===== config.mk =====
export PLATFORM = sky130hd
export DESIGN_NAME = demo_io_slave
export DESIGN_NICKNAME = d
export VERILOG_FILES = /design/src/rtl/demo_io_slave.sv
export SDC_FILE = /design/constraint.sdc
export NUM_CORES = 1
export LEC_CHECK = 0
export CORE_MARGIN = 5
export CORE_UTILIZATION = 40
export CTS_BUF_LIST = sky130_fd_sc_hd__clkbuf_16
export CTS_CLUSTER_DIAMETER = 50
export DETAILED_ROUTE_END_ITERATION = 10
export PLACE_DENSITY = 0.67
export SYNTH_ARGS = -nofsm -noshare
export SYNTH_HDL_FRONTEND = slang
export SYNTH_SLANG_ARGS = --single-unit

===== constraint.sdc =====
create_clock -name clk -period 2 [get_ports clk]
set_input_delay 0.4 -clock clk [delete_from_list [all_inputs] [get_ports clk]]
set_output_delay 0.4 -clock clk [all_outputs]
set_load 0.01 [all_outputs]

===== src/rtl/demo_io_slave.sv =====
// demo_io_slave: Avalon-MM register block for push-buttons, slide switches and LEDs.
// Define DEMO_IO_IRQ_EN to build the MASK register and the key-press interrupt.
module demo_io_slave #(
  parameter int unsigned NUM_KEYS        = 3,
  parameter int unsigned NUM_SW          = 10,
  parameter int unsigned NUM_LED         = 10,
  parameter int unsigned DEBOUNCE_CYCLES = 500000
) (
  input  logic                clk,
  input  logic                reset_n,
  input  logic [2:0]          avs_address,
  input  logic                avs_read,
  input  logic                avs_write,
  input  logic [31:0]         avs_writedata,
  output logic [31:0]         avs_readdata,
  input  logic [NUM_KEYS-1:0] key_n,
  input  logic [NUM_SW-1:0]   sw,
  output logic [NUM_LED-1:0]  led,
  output logic                irq
);

  localparam int unsigned CNT_W  = $clog2(DEBOUNCE_CYCLES + 1);
  localparam int unsigned DATA_W = 32;

  localparam logic [2:0] ADDR_LED  = 3'd0;
  localparam logic [2:0] ADDR_SW   = 3'd1;
  localparam logic [2:0] ADDR_KEY  = 3'd2;
  localparam logic [2:0] ADDR_EDGE = 3'd3;
  localparam logic [2:0] ADDR_MASK = 3'd4;

  logic [NUM_KEYS-1:0] key_meta, key_sync;
  logic [NUM_SW-1:0]   sw_meta, sw_sync;
  logic [NUM_KEYS-1:0] pressed, key_db, key_db_q;
  logic [CNT_W-1:0]    cnt [NUM_KEYS];
  logic [NUM_KEYS-1:0] key_event, event_set, event_clr, mask;
  logic [DATA_W-1:0]   rd_data;
  logic                wr_led, wr_edge;
  logic                unused_wdata;

  assign unused_wdata = ^avs_writedata;

  // Two-flop synchronizers; keys idle released (high), switches idle low
  always_ff @(posedge clk or negedge reset_n) begin
    if (!reset_n) begin
      key_meta <= '1;
      key_sync <= '1;
      sw_meta  <= '0;
      sw_sync  <= '0;
    end else begin
      key_meta <= key_n;
      key_sync <= key_meta;
      sw_meta  <= sw;
      sw_sync  <= sw_meta;
    end
  end

  assign pressed = ~key_sync;

  // Per-key debounce: accept a new level only after it persists DEBOUNCE_CYCLES cycles
  always_ff @(posedge clk or negedge reset_n) begin
    if (!reset_n) begin
      key_db <= '0;
      for (int i = 0; i < NUM_KEYS; i++) cnt[i] <= '0;
    end else begin
      for (int i = 0; i < NUM_KEYS; i++) begin
        if (pressed[i] == key_db[i]) begin
          cnt[i] <= '0;
        end else if (cnt[i] == CNT_W'(DEBOUNCE_CYCLES - 1)) begin
          key_db[i] <= pressed[i];
          cnt[i]    <= '0;
        end else begin
          cnt[i] <= cnt[i] + CNT_W'(1);
        end
      end
    end
  end

  assign wr_led    = avs_write && (avs_address == ADDR_LED);
  assign wr_edge   = avs_write && (avs_address == ADDR_EDGE);
  assign event_set = key_db & ~key_db_q;
  assign event_clr = wr_edge ? avs_writedata[NUM_KEYS-1:0] : '0;

  // Sticky press events; a same-cycle set overrides the write-1-clear
  always_ff @(posedge clk or negedge reset_n) begin
    if (!reset_n) begin
      key_db_q  <= '0;
      key_event <= '0;
    end else begin
      key_db_q  <= key_db;
      key_event <= (key_event & ~event_clr) | event_set;
    end
  end

  always_ff @(posedge clk or negedge reset_n) begin
    if (!reset_n) begin
      led <= '0;
    end else if (wr_led) begin
      led <= avs_writedata[NUM_LED-1:0];
    end
  end

`ifdef DEMO_IO_IRQ_EN
  logic wr_mask;
  assign wr_mask = avs_write && (avs_address == ADDR_MASK);

  always_ff @(posedge clk or negedge reset_n) begin
    if (!reset_n) begin
      mask <= '0;
      irq  <= 1'b0;
    end else begin
      if (wr_mask) mask <= avs_writedata[NUM_KEYS-1:0];
      irq <= |(key_event & mask);
    end
  end
`else
  assign mask = '0;
  assign irq  = 1'b0;
`endif

  // Read mux; unmapped addresses return zero
  always_comb begin
    rd_data = '0;
    case (avs_address)
      ADDR_LED:  rd_data = DATA_W'(led);
      ADDR_SW:   rd_data = DATA_W'(sw_sync);
      ADDR_KEY:  rd_data = DATA_W'(key_db);
      ADDR_EDGE: rd_data = DATA_W'(key_event);
      ADDR_MASK: rd_data = DATA_W'(mask);
      default:   rd_data = '0;
    endcase
  end

  always_ff @(posedge clk or negedge reset_n) begin
    if (!reset_n) begin
      avs_readdata <= '0;
    end else if (avs_read) begin
      avs_readdata <= rd_data;
    end
  end

endmodule


# [After elaboration in Yosys (flattened, before gate mapping)]
# Index checks and enable logic that the tools add are counted.
[op_classes] n_addsub=3 eq_ne=9 muxes=8 n_bitwise=9 reduce_logical=6
[op_table] operator="19-bit 2-to-1 mux" n=6
[op_table] operator="19-bit by 1-bit adder with 19-bit output, second input constant" n=3
[op_table] operator="19-bit == test, second input constant" n=3
[op_table] operator="10-bit one-hot mux with 4 select lines" n=1
[op_table] operator="3-bit inverter" n=3
[op_table] operator="3-bit AND" n=2
[op_table] operator="3-bit by 2-bit == test with 1-bit output, second input constant" n=2
[op_table] operator="2-bit AND reduction" n=3
[op_table] operator="1-bit == test" n=3
[op_table] operator="3-bit by 1-bit == test with 1-bit output, second input constant" n=1
[op_table] operator="3-bit zero test" n=1
[op_table] operator="3-bit 2-to-1 mux" n=1
[op_table] operator="1-bit inverter" n=3
[op_table] operator="3-bit OR" n=1
[op_table] operator="1-bit logical AND" n=2
[word_totals] ff_bits=134 inputBits=52 output_inout_bits=43 elab_cells=49

# [Longest topological paths before layout]
[logic_depth] depth_word=6 mapped_depth=6 mapped_depth_nobuf=5

# [Least setup slack after synthesis]
# No wires, ideal clock.
[synth_timing] path_type="reg-to-reg" start="reg cnt[50] in the netlist's numbering" end="reg cnt[45] in the netlist's numbering" setup_ps=119 arrival_ps=1880 path_slack_ps=1 path_stages_with_launch=6 period_less_slack_ps=1999 path_cell_list="dfrtp_1 -> or4_1 -> or4_4 -> o21ai_4 -> buf_6 -> nor2_1"
[synth_between] elab_chain_cells=3
[synth_lines] element="start, declared" line="34" rtl="logic [CNT_W-1:0] cnt [NUM_KEYS];"
[synth_lines] element="start signal, assigned by index" line="72" rtl="cnt[i] <= cnt[i] + CNT_W'(1);"
[synth_lines] element="19-bit == test" line="68" rtl="end else if (cnt[i] == CNT_W'(DEBOUNCE_CYCLES - 1)) begin"
[synth_lines] element="19-bit 2-to-1 mux" line="68"
[synth_lines] element="19-bit 2-to-1 mux" line="66" rtl="if (pressed[i] == key_db[i]) begin"
# Every way passes these cells.
# A chain may end at the register's enable or synchronous reset.

# [Worst setup path after layout]
[layout_timing] start="reg cnt[50] in the netlist's numbering" end="reg cnt[40] in the netlist's numbering"
# The elaborated chain is that of the path after synthesis.

==> out/metrics.csv <==
metric;value;unit
hold_viol;0;
cts_sinks;112;
hold_ws;0.3462;ns
grt_pass1_wl;16300;microns
core_area;0.01211;sq mm
synthMuxAreaShare;5.442;%
maxSlewViolCount;0;
antenna_left;0;
drive_gt1_share;18.03;%
grt.total_usage;13.80;%
postLayoutCellArea;0.006236;sq mm
syn_inst;439;
vias_per_cell;4.874;
crit_arrival;2.25;ns
cp-end-kind;register;
path_class;reg2reg;
root_buffer;clkbuf_16;
num_vias;3441;
ir_worst_vdd;0.5051;mV
totalNegativeSetupSlack;-0.006251;ns
fin_skew;0.006685;ns
maxCapViolations;0;
synth_top_family_by_area;simple AND/OR/NAND/NOR gates;
setup_ws;-0.006251;ns
area_growth;25.57;%
synth_common_cells;dfrtp_1 (106), nor2_1 (44), xnor2_1 (26), inv_1 (25);
synth_most_common_cell;dfrtp_1;
clock.fmax;498.4;MHz
drcViolationCount;0;
dp_hpwl;7064;microns
synth-adder-area-share;0.7559;%
numCtsBuffers;9;
period_share;100.3;%
initial_core_util;41.00;%
nets;588;
synth_compound_area_share;6.400;%
yosys.area_share.simple;17.59;%
antennaDiodeCount;0;
overflow;0;
synth_top_area_share;53.41;%
power_leakage;2.614;nW
synth_area;0.004966;sq mm
yosys_warnings;0;
initialDrtViolationCount;195;
cts.clk_slew.worst_paths;0.08;ns
firstDrtPassIters;4;
cellPowerDensity;765.4;mW/mm^2
io_pins;95;
antenna_found_initial;0;
violations;negative setup slack;
synth_top_area_cell;dfrtp_1;
drt-total-wl;9693;microns
clock_power_share;38.0;%
worstPathRequired;2.24;ns
dieArea;0.01474;sq mm
post-place-ws;-0.01496;ns
synth.area.top_cells;dfrtp_1 (53%), xnor2_1 (4.6%), buf_4 (3.5%);
grt_pass1_vias;3511;
fin_total_pwr;4.773;mW
grt_start_max_net_pins;42;
cts_max_level;3;
avgSynthCellArea;11.31;sq um
clockBufferDepth;2;
setup_viol;1;
switching_share;25.55;%
seq_area_frac_synth;56.59;%
hp-class;reg2reg;
clk_latency;0.36;ns
status;finished with violations;
gp_congestion;0.8182;
portBuffers;49;
cts_tree;yes;
synth_edf_count;0;
synth_seq_cells;112;
post_dp_cell_area;0.005889;sq mm
dieHeight;121.4;microns
synth-async-reset-ratio;100.0;%
wl_per_cell;13.73;microns
layout_min_cycle_time;2.006;ns
power_frac_seq;51.5;%
synth_xor_xnor_area_share;6.702;%
synth.distinct_cells;42;
startpoint_type;register;
cellInternalPower;3.553;mW
power_switching;1.220;mW
die_w;121.4;microns
worstPathMaxFanout;18;
comb_power_share;10.6;%
rows;40;
rsz0062_at_grt;yes;
synth_flop_cell;dfrtp_1;
## layer usage
layer  share of wire, %  global-route usage [%]  vias to the layer above
met4                1.9                   6.443                        0
met2                 49                   22.83                       66
met1                 46                   17.38                     1688
met5                  0                       0                        -
met3                3.8                   2.704                       12
li1                   -                       -                     1675
## stage by stage
| step | utilization [%] | instances |
|---|---|---|
| 5_1_grt | 51.49 | 706 |
| 2_1_floorplan | - | 461 |
| 3_3_place_gp | 48.63 | 687 |
| 6_report | 51.49 | 706 |
| 4_1_cts | 51.33 | 704 |
| 3_5_place_dp | 48.63 | 687 |
## flip-flops by register name, indices dropped and copies added (netlist names)
signal and count:
sw_meta 10, key_meta 3, sw_sync 10, key_db_q 3, key_event 3, key_db 3, avs_readdata 10, key_sync 3
led 10, cnt 57
## power by group through the flow
stage	Clock (mW)	Combinational (mW)	Sequential, mW
4_1_cts	1.86	0.513	2.46
3_3_place_gp	0	0.499	2.50
2_1_floorplan	0	0.215	2.51
3_5_place_dp	0	0.508	2.50
6_report	1.81	0.504	2.46
5_1_grt	1.96	0.554	2.47
## cells by family (layout without fill, tap and decap cells)
group                      after synthesis  after routing
adders and majority gates                3              3
xor gates and xnor gates                38             38
other                                    1             23
AOI/OAI and AO/OA                       50             50
DFF                                    112            112
and+or+nand+nor                        157            157
muxes                                   22             22
buffers and inverters                   56            133
## final timing paths
check | slack [ns] | cells past startpoint | endpoint | startpoint
max | -0.006 | 5 | cnt[40] | cnt[50]
min | 0.35 | 0 | sw_sync[4] | sw_meta[4]
max reg2reg | -0.006 | 5 | cnt[40] | cnt[50]
min reg2reg | 0.35 | 0 | sw_sync[4] | sw_meta[4]
max in group asynchronous | 0.91 | 3 | cnt[47] | reset_n
min in group asynchronous | 0.54 | 2 | cnt[32] | reset_n
## area by class of cell
type / instances / area, sq um
Tap cell: 168 / 210.2
Inverter: 25 / 93.84
Timing Repair Buffer: 92 / 875.8
Fill cell: 1073 / 5876
Clock inverter: 7 / 86.33
Multi-Input combinational cell: 293 / 1934
Sequential cell: 112 / 2810
Clock buffer: 9 / 225.2
## placed cells by master, fill, tap and decap left out, drive strengths merged
cell           instances
mux4                   3
mux2i                  9
clkbuf                 9
o22ai                 10
o31ai                  7
dfrtp                106
and3                   1
nor3                   5
and4b                  1
nand4                 12
a21oi                 16
inv                   27
nand2b                 2
mux2                  10
nor4b                  1
and2                   4
dfstp                  6
buf                   43
conb                  23
nand2                 23
or4b                   3
o21ai                 17
or3                   12
dlygate4sd3            1
ha                     3
clkinv                 5
nor2                  44
and4                   4
xnor2                 26
clkdlybuf4s50         48
or4                   14
or3b                   2
or2                    2
or4bb                  1
xor2                  12
nand3                 20
nor4                   6
## worst max-delay path, cell delays in order (launching register included)
cell	delay [ns]
dfrtp_1	0.39
or4_1	0.53
or4_4	0.58
o21ai_4	0.16
buf_12	0.16
nor2_1	0.06
## what timing repair did
action / in CTS / in global routing
hold endpoints to repair: 8 / 0
pin swaps: 2 / 1
setup buffers: 0 / 2
setup endpoints to repair: 30 / 55
gates resized for setup: 2 / 1
hold buffers: 1 / 0
Note: power is estimated with default switching activity, not from simulation.
==> variant: new RTL, same flow settings <==
The option `DEMO_IO_IRQ_EN` is turned on by a define.
--- a/src/rtl/demo_io_slave.sv
+++ b/src/rtl/demo_io_slave.sv
@@ -1,4 +1,6 @@
 // demo_io_slave: Avalon-MM register block for push-buttons, slide switches and LEDs.
 // Define DEMO_IO_IRQ_EN to build the MASK register and the key-press interrupt.
+`define DEMO_IO_IRQ_EN
+
 module demo_io_slave #(
   parameter int unsigned NUM_KEYS        = 3,
Formal check against the unedited RTL: not equivalent (a bounded check fails within 4 cycles, from zero or initial values and one cycle with reset_n low).
==> variant against the original RTL <==
  * Worst setup slack gained 0.048 ns
  * Count of clock-buffer cells in the layout grew 8
  * Combinational power increased by 7.7%
  * Wire length rose by 6.6%
  * Total power rose by 33%
  * Die area up 2.3%
  * Design area up 6.6%
  * Via count is 5.3% higher
  * Area after synthesis rose by 2.5%
  * Sequential cell count increased by 4
  * Synthesized cell count grew 3.2%
  * Core utilization increased by 1.4 points
  * Highest routed layer unchanged
==> variant: results (changes against the original RTL) <==
Fraction of layout cells with a size suffix above 1 -> 0.185 (+0.00476)
Number of global-route vias before repair -> 3697 (+5.3%)
Pre-antenna DRT Iters -> 4 (unchanged)
DR vias/cell -> 4.93 (+1.2%)
Largest stage delay on the critical path -> 0.54 ns (-0.04 ns)
Diodes inserted -> 0 (unchanged)
H-tree Lvls -> 4 (+1)
Commonest cells in the netlist -> dfrtp_1, nor2_1, xnor2_1, nand2_1, buf_4
Leak -> 0.00280 uW (+7.2%)
Slew at the pin closest to its max-slew limit -> 0.535 ns
Longest Clk Path Bufs -> 2 (unchanged)
Worst vdd ir -> 0.607 mV (+20%)
Initial antenna violation count -> 0 (unchanged)
Mapped Avg Cell Area -> 11.2 um^2 (-0.65%)
Seq/Total Area, Yosys -> 0.572 (+0.00575)
Largest net degree at the start of global routing -> 40 (-4.8%)
Nets -> 604 (+2.7%)
CTS buffer count -> 17 (+8)
Max reg flops -> 57 (unchanged)
Biggest register -> cnt
Metal-1 WL -> 4.48 mm (+1.2%)
CP arrival -> 2.25 ns (about the same)
Setup bufs post-CTS -> 0 (unchanged)
Ys async rst share -> 1.00 (unchanged)
Met3 WL -> 521 um (+43%)
WL/cell -> 14.1 um (+2.6%)
Clock transition at path regs -> 0.05 ns (-0.03 ns)
Clock Skew -> 0.00621 ns (-0.000478 ns)
RD Place Congestion -> 0.814 (-0.55%)
Min-Delay Path Class -> reg -> reg
Psw -> 1380 uW (+13%)
Global-route wire length before repair -> 17.2 mm (+5.6%)
Root buffer cell -> clkbuf_16
GRT Total Usage -> 0.148 (+0.00982)
Status -> completed
Detail Placement HPWL -> 7.32 mm (+3.7%)
CP delay by family, top -> simple AND/OR/NAND/NOR gates
DR vias -> 3622 (+5.3%)
Placed Cells -> 701 (+2.0%)
DR WL met2 -> 5.20 mm (+10%)
Critical-path maximum fanout -> 18 (unchanged)
Synth warn -> 0 (unchanged)
CP max-delay cell -> or4b_1
Top Metal Used -> met4
Library cells used by synthesis -> 44 (+4.8%)
Starting DRT DRC Count -> 203 (+4.1%)
Port bufs -> 50 (+2.0%)
Largest cells by area after synthesis -> dfrtp_1, xnor2_1, mux2_2
Clock Latency Late Sink -> 0.41 ns (+0.05 ns)
Post-synth top flop -> dfrtp_1
[variant: cell count changes after synthesis, moves of 4 or more]
cell,delta
o21ai_0,-6
a22oi_1,+6
or4_4,-4
dfrtp_1,+4
mux2_2,+9
[variant: logic make-up (layout without fill, tap and decap cells)]
| logic type | count (synthesis) | after routing | share of synthesized area |
|---|---|---|---|
| simple gates | 157 | 157 | 0.165 |
| flops | 116 | 116 | 0.572 |
| compound gates | 57 | 57 | 0.0735 |
| buf+inv | 53 | 141 | 0.0568 |
| xor+xnor | 38 | 38 | 0.0654 |
| mux | 28 | 28 | 0.0597 |
| fa+ha+maj | 3 | 3 | 0.00737 |
| other cells | 1 | 22 | 0.000737 |
[variant: final timing paths]
path	start	to	slack (ns)	depth (start not counted)
worst max-delay path	cnt[33]	cnt[33]	0.04	5
worst min-delay path	sw_meta[8]	sw_sync[8]	0.35	0
worst max register to register	cnt[33]	cnt[33]	0.04	5
worst min register to register	sw_meta[8]	sw_sync[8]	0.35	0
max in group asynchronous	reset_n	key_sync[2]	0.87	3
min in group asynchronous	reset_n	cnt[19]	0.51	2
[variant: per-layer routing]
metal | vias up | GRT usage
met5 | - | 0
met4 | 0 | 0.0623
met3 | 11 | 0.0484
met2 | 85 | 0.245
met1 | 1772 | 0.177
li1 | 1754 | -
[variant: area by class of cell]
cell class	count	area, um^2
multi-input combinational	305	1980
fill	1067	5920
inverter	22	82.6
clock inverter	15	213
clock buffer	17	425
timing repair buffer	87	816
sequential	116	2910
tap	172	215
[variant: power groups by stage]
stage               clock [uW]  combinational [uW]  sequential, uW
floorplan                    0                 228            2630
global placement             0                 537            2610
detailed placement           0                 549            2620
CTS                       3310                 553            2580
global route              3420                 595            2590
finish                    3240                 543            2570
[variant: stage by stage]
step / setup WS [ns] / cell area, um^2 / total power, uW / utilization / hold WS [ns]
finish: 0.0421 / 6650 / 6360 / 0.529 / 0.345
global route: -0.0131 / 6650 / 6610 / 0.529 / 0.355
CTS: 0.0237 / 6630 / 6440 / 0.528 / 0.347
detailed placement: -0.0759 / 5980 / 3170 / 0.476 / 0.337
global placement: -0.0587 / 5980 / 3150 / 0.476 / 0.333
floorplan: 0.00760 / 5170 / 2850 / - / 0.104
[variant: repair_timing]
action	4_1_cts	5_1_grt
hold buffers	1	0
endpoints found under the setup margin	0	20
endpoints found under the hold margin	32	0
resized for setup	0	4
